<file path="src/rtl/pipeline_ctrl.sv">
// Hazard control for a 5-stage in-order pipeline: memory-wait freeze, branch
// flush, load-use stall, operand forwarding, plus timeout and stall statistics.
module pipeline_ctrl #(
    parameter int unsigned MEM_TIMEOUT = 255
) (
    input  logic        clk,
    input  logic        rst_n,
    input  logic [4:0]  id_rs1,
    input  logic [4:0]  id_rs2,
    input  logic [4:0]  ex_rs1,
    input  logic [4:0]  ex_rs2,
    input  logic [4:0]  ex_rd,
    input  logic        ex_dm_rd,
    input  logic [4:0]  me_rd,
    input  logic        me_ru_wr,
    input  logic [4:0]  wb_rd,
    input  logic        wb_ru_wr,
    input  logic        ex_branch_taken,
    input  logic        me_dm_req,
    input  logic        dm_ready,
    output logic        pc_en,
    output logic        if_id_en,
    output logic        id_ex_en,
    output logic        ex_me_en,
    output logic        me_wb_en,
    output logic        if_id_flush,
    output logic        id_ex_flush,
    output logic        me_wb_bubble,
    output logic [1:0]  fwd_a,
    output logic [1:0]  fwd_b,
    output logic        mem_err,
    output logic [31:0] stall_cycles
);

    typedef enum logic {RUN = 1'b0, MEM_WAIT = 1'b1} state_t;

    typedef struct packed {
        logic pc, if_id, id_ex, ex_me, me_wb;
    } en_t;

    typedef struct packed {
        logic if_id, id_ex, me_wb;
    } flush_t;

    state_t     state;
    logic [7:0] wait_cnt;
    logic       mem_stall, br_flush, lu_stall;
    en_t        en;
    flush_t     fl;

    assign mem_stall = me_dm_req && !dm_ready;
    assign br_flush  = ex_branch_taken && !mem_stall;
    assign lu_stall  = ex_dm_rd && (ex_rd != 5'd0) &&
                       ((ex_rd == id_rs1) || (ex_rd == id_rs2)) &&
                       !mem_stall && !br_flush;

    function automatic logic [1:0] fwd_sel(input logic [4:0] rs,
                                           input logic [4:0] mrd, input logic mwr,
                                           input logic [4:0] wrd, input logic wwr);
        if (mwr && (mrd != 5'd0) && (mrd == rs))      return 2'b10;
        else if (wwr && (wrd != 5'd0) && (wrd == rs)) return 2'b01;
        else                                          return 2'b00;
    endfunction

    // Everything is forced quiet while reset is held, independent of inputs.
    always_comb begin
        en    = '0;
        fl    = '0;
        fwd_a = 2'b00;
        fwd_b = 2'b00;
        if (rst_n) begin
            en    = '1;
            fwd_a = fwd_sel(ex_rs1, me_rd, me_ru_wr, wb_rd, wb_ru_wr);
            fwd_b = fwd_sel(ex_rs2, me_rd, me_ru_wr, wb_rd, wb_ru_wr);
            if (mem_stall) begin
                en       = '0;
                en.me_wb = 1'b1;
                fl.me_wb = 1'b1;
            end else if (br_flush) begin
                fl.if_id = 1'b1;
                fl.id_ex = 1'b1;
            end else if (lu_stall) begin
                en.pc    = 1'b0;
                en.if_id = 1'b0;
                fl.id_ex = 1'b1;
            end
        end
    end

    assign pc_en        = en.pc;
    assign if_id_en     = en.if_id;
    assign id_ex_en     = en.id_ex;
    assign ex_me_en     = en.ex_me;
    assign me_wb_en     = en.me_wb;
    assign if_id_flush  = fl.if_id;
    assign id_ex_flush  = fl.id_ex;
    assign me_wb_bubble = fl.me_wb;

    always_ff @(posedge clk or negedge rst_n) begin
        if (!rst_n) begin
            state    <= RUN;
            wait_cnt <= 8'd0;
            mem_err  <= 1'b0;
        end else begin
            case (state)
                RUN: begin
                    if (mem_stall) begin
                        state    <= MEM_WAIT;
                        wait_cnt <= 8'd1;
                    end
                end
                MEM_WAIT: begin
                    if (dm_ready) begin
                        state    <= RUN;
                        wait_cnt <= 8'd0;
                    end else if (wait_cnt == 8'(MEM_TIMEOUT)) begin
                        // Give up on the access; the error is sticky until reset.
                        state    <= RUN;
                        wait_cnt <= 8'd0;
                        mem_err  <= 1'b1;
                    end else begin
                        wait_cnt <= wait_cnt + 8'd1;
                    end
                end
                default: begin
                    state    <= RUN;
                    wait_cnt <= 8'd0;
                end
            endcase
        end
    end

    always_ff @(posedge clk or negedge rst_n) begin
        if (!rst_n)
            stall_cycles <= 32'd0;
        else if (!pc_en && (stall_cycles != 32'hFFFF_FFFF))
            stall_cycles <= stall_cycles + 32'd1;
    end

endmodule

</file>
<file path="config.mk">
export PLATFORM = sky130hd
export DESIGN_NAME = pipeline_ctrl
export DESIGN_NICKNAME = d
export VERILOG_FILES = /design/src/rtl/pipeline_ctrl.sv
export SDC_FILE = /design/constraint.sdc
export NUM_CORES = 1
export LEC_CHECK = 0
export ABC_CLOCK_PERIOD_IN_PS = 2230
export CAP_MARGIN = 15
export CORE_MARGIN = 1.5
export CORE_UTILIZATION = 45
export DETAILED_ROUTE_END_ITERATION = 10
export HOLD_SLACK_MARGIN = 0.12
export MAX_ROUTING_LAYER = met4
export PLACE_DENSITY = 0.8
export SYNTH_ARGS = -nofsm -noshare
export SYNTH_HDL_FRONTEND = slang
export SYNTH_SLANG_ARGS = --single-unit
</file>
<file path="constraint.sdc">
create_clock -name clk -period 2.23 [get_ports clk]
set_clock_uncertainty 0.05 [all_clocks]
set_input_delay 0.223 -clock clk [delete_from_list [all_inputs] [get_ports clk]]
set_output_delay 0.223 -clock clk [all_outputs]
set_load 0.02 [all_outputs]
</file>
==> impl_metrics.ini <==
[status]
status = finished clean

[global_route]
grt_pass1_vias = 2286
grtUsageMet2_pct = 38.0
grt_pass1_wl_um = 10400
globalRoute.busiestLayer = met2
grt_overflow_total = 0
grt_max_degree = 43
grt_usage_pct = 22.8
antenna_found_initial = 0
gr-usage-met1_pct = 28.6
grt_util_met3_pct = 3.93

[final_layout]
postLayoutCellArea_um2 = 3770
final_cells = 432
areaGrowthSynthToFinish_pct = 54.4
final_util_pct = 73.0
fillers = 393
drive_gt1_share_pct = 18.5
layout.nets = 406
diodes = 0

[place]
place_inst = 422
place_area_um2 = 3580
portBuffers = 87
place_hpwl_um = 4680
gp_congestion = 0.839

[job]
maxCapViolations = 0

[power]
ir_worst_vdd_mv = 0.601
power_switching_uw = 624
pwr-share-comb_pct = 30.9
power_density_nw_per_um2 = 535
p_sw_share_pct = 31.0
p_clk_share_pct = 23.7
p_leak_nw = 1.68
internal-power_mw = 1.39
total_power_mw = 2.02
p_seq_share_pct = 45.4

[route]
first_pass_iters = 4
vias_per_cell = 5.17
wl_um = 6140
vias = 2233
drc = 0
drtIter0Drc = 61
postRouteAntennaNets = 0
wl_per_cell_um = 14.2

[logic_synthesis]
synth.largest_area_cell = dfrtp_1
synth_area_leaders = dfrtp_1, xor2_1, xnor2_1
synth-seq-cells = 42
yosysMostFrequentCell = dfrtp_1
syn_nets = 288
synth_common_cells = dfrtp_1, xor2_1, xnor2_1
async_reset_ff_share_pct = 100
syn-instance-count = 243
synth_top_area_share_pct = 43.0
synth_edf_count = 0
synth.avg_cell_area_um2 = 10.1
synth_cell_types = 41
yosysSeqAreaShare_pct = 43.0
syn_area_um2 = 2440
ys.flop_type = dfrtp_1
yosys_warnings = 0

[floorplanning]
fp.dieH_um = 76.7
num_io_pins = 88
dieArea_um2 = 5880
fp.coreArea_um2 = 5170
start_util_pct = 47.3
rows = 26
die_x_um = 76.7

[worst_setup_path]
crit_slowest_cell = or4_4
criticalPathCategory = primary input to output pin
slowest_delay_ns = 0.56
path_buf_inv = 2
start_kind = primary input
required_ns = 1.96
arrival_ns = 1.94
path_cells = clkdlybuf4s50_1 > or4_4 > o21ai_4 > nor4_2 > and2_1 > dlygate4sd2_1
cp_max_fo = 2
cp_top_family = simple AND/OR/NAND/NOR gates
worstSetupEndpointType = output pin

[clocking]
cts_made_buffers = 5
clockBufferDepth = 2
clockRootBuffer = clkbuf_8
postCtsSetupRepairBufs = 0
clk_pin_slew_ns = 0.07
htree_num_levels = 2
cts_tree = built
clkSinkCount = 42
clkLatencyLatePin_ns = 0.29

[timing]
drv_slew = 0
finalCritPeriodShare_pct = 99.1
max_freq_ghz = 0.452
min_period_ns = 2.21
hold_viol = 0
relSlewSlack_pct = 69.7
finalSetupViolations = 0
tightest_slew_ns = 0.452
fin_setup_tns_ns = 0
rsz0062_at_grt = true

[min_path]
hold_path.class = flip-flop to flip-flop
[cell usage in the layout, fill, tap and decap left out, types with 3 or more instances in the layout]
cell type / Yosys / final
and2_1: 6 / 6
nand3_1: 14 / 14
nand2b_1: 3 / 3
and3_1: 9 / 9
xnor2_1: 29 / 29
nor2b_1: 3 / 3
or4_1: 5 / 3
xor2_1: 32 / 32
dlymetal6s2s_1: 0 / 3
nor3_1: 5 / 3
o21ai_0: 10 / 8
dfrtp_1: 42 / 42
nand4_1: 9 / 9
nor4_2: 1 / 6
clkdlybuf4s50_1: 0 / 75
clkbuf_8: 0 / 5
buf_4: 4 / 28
nor2_1: 17 / 17
buf_12: 0 / 3
nand2_1: 17 / 17
[routing by layer]
layer | part of all wire, % | vias to the layer above | routed length (um)
li1 | - | 1084 | -
met1 | 45 | 1058 | 2760
met2 | 49 | 84 | 2980
met3 | 5.3 | 7 | 324
met4 | 1.2 | 0 | 71
met5 | 0 | - | 0
[registers in the layout, indices dropped and copies added, names as in the netlist]
register	flops
mem_err	1
stall_cycles	32
state	1
wait_cnt	8
[final cells by class]
| cell class | instances | area [um^2] | area share (%) |
|---|---|---|---|
| well taps | 70 | 87.6 | 2.32 |
| repair buffers | 118 | 1130 | 30.0 |
| multi-input cells | 192 | 1410 | 37.3 |
| flip-flops and latches | 42 | 1050 | 27.9 |
| clock inverters | 2 | 13.8 | 0.365 |
| clock buffers | 6 | 72.6 | 1.92 |
| inverters | 2 | 7.51 | 0.199 |
[worst paths after layout]
| path | from | to | slack, ns | depth (start not counted) |
|---|---|---|---|---|
| worst max-delay path | me_rd[1] | fwd_a[1] | 0.02 | 6 |
| worst min-delay path | mem_err | mem_err | 0.43 | 1 |
| worst max register to register | stall_cycles[3] | stall_cycles[30] | 0.15 | 7 |
| worst min register to register | mem_err | mem_err | 0.43 | 1 |
| max in group asynchronous | rst_n | stall_cycles[17] | 1.32 | 4 |
| min in group asynchronous | rst_n | stall_cycles[20] | 0.60 | 4 |
[power by group through the flow]
| stage | clock, mW | sequential (mW) | combinational (mW) |
|---|---|---|---|
| 2_1_floorplan | 0 | 0.989 | 0.215 |
| 3_3_place_gp | 0 | 0.926 | 0.595 |
| 3_5_place_dp | 0 | 0.929 | 0.610 |
| 4_1_cts | 0.491 | 0.914 | 0.621 |
| 5_1_grt | 0.528 | 0.930 | 0.678 |
| 6_report | 0.478 | 0.915 | 0.624 |
[timing repair]
item                       CTS  global route
setup endpoints to repair   12            18
resized for setup           26            18
hold buffers                 2             0
hold endpoints to repair    42             0
pin swaps                    2             4
[per-stage QoR]
step / hold slack, ns / setup WS, ns
floorplan: -0.123 / 0.117
global placement: 0.229 / -0.459
detailed placement: 0.228 / -0.555
CTS: 0.432 / 0.000136
global route: 0.462 / -0.0661
finish: 0.434 / 0.0199
[logic make-up after synthesis]
group	after synthesis	share of synthesized area [%]
AND/OR/NAND/NOR	107	25.3
multiplexers	1	0.461
adder cells (fa/ha/maj)	2	1.02
flip-flops	42	43.0
buffers and inverters	9	2.66
XOR/XNOR	61	21.9
AO/OA/AOI/OAI	21	5.73
(Power assumes the default switching activity.)
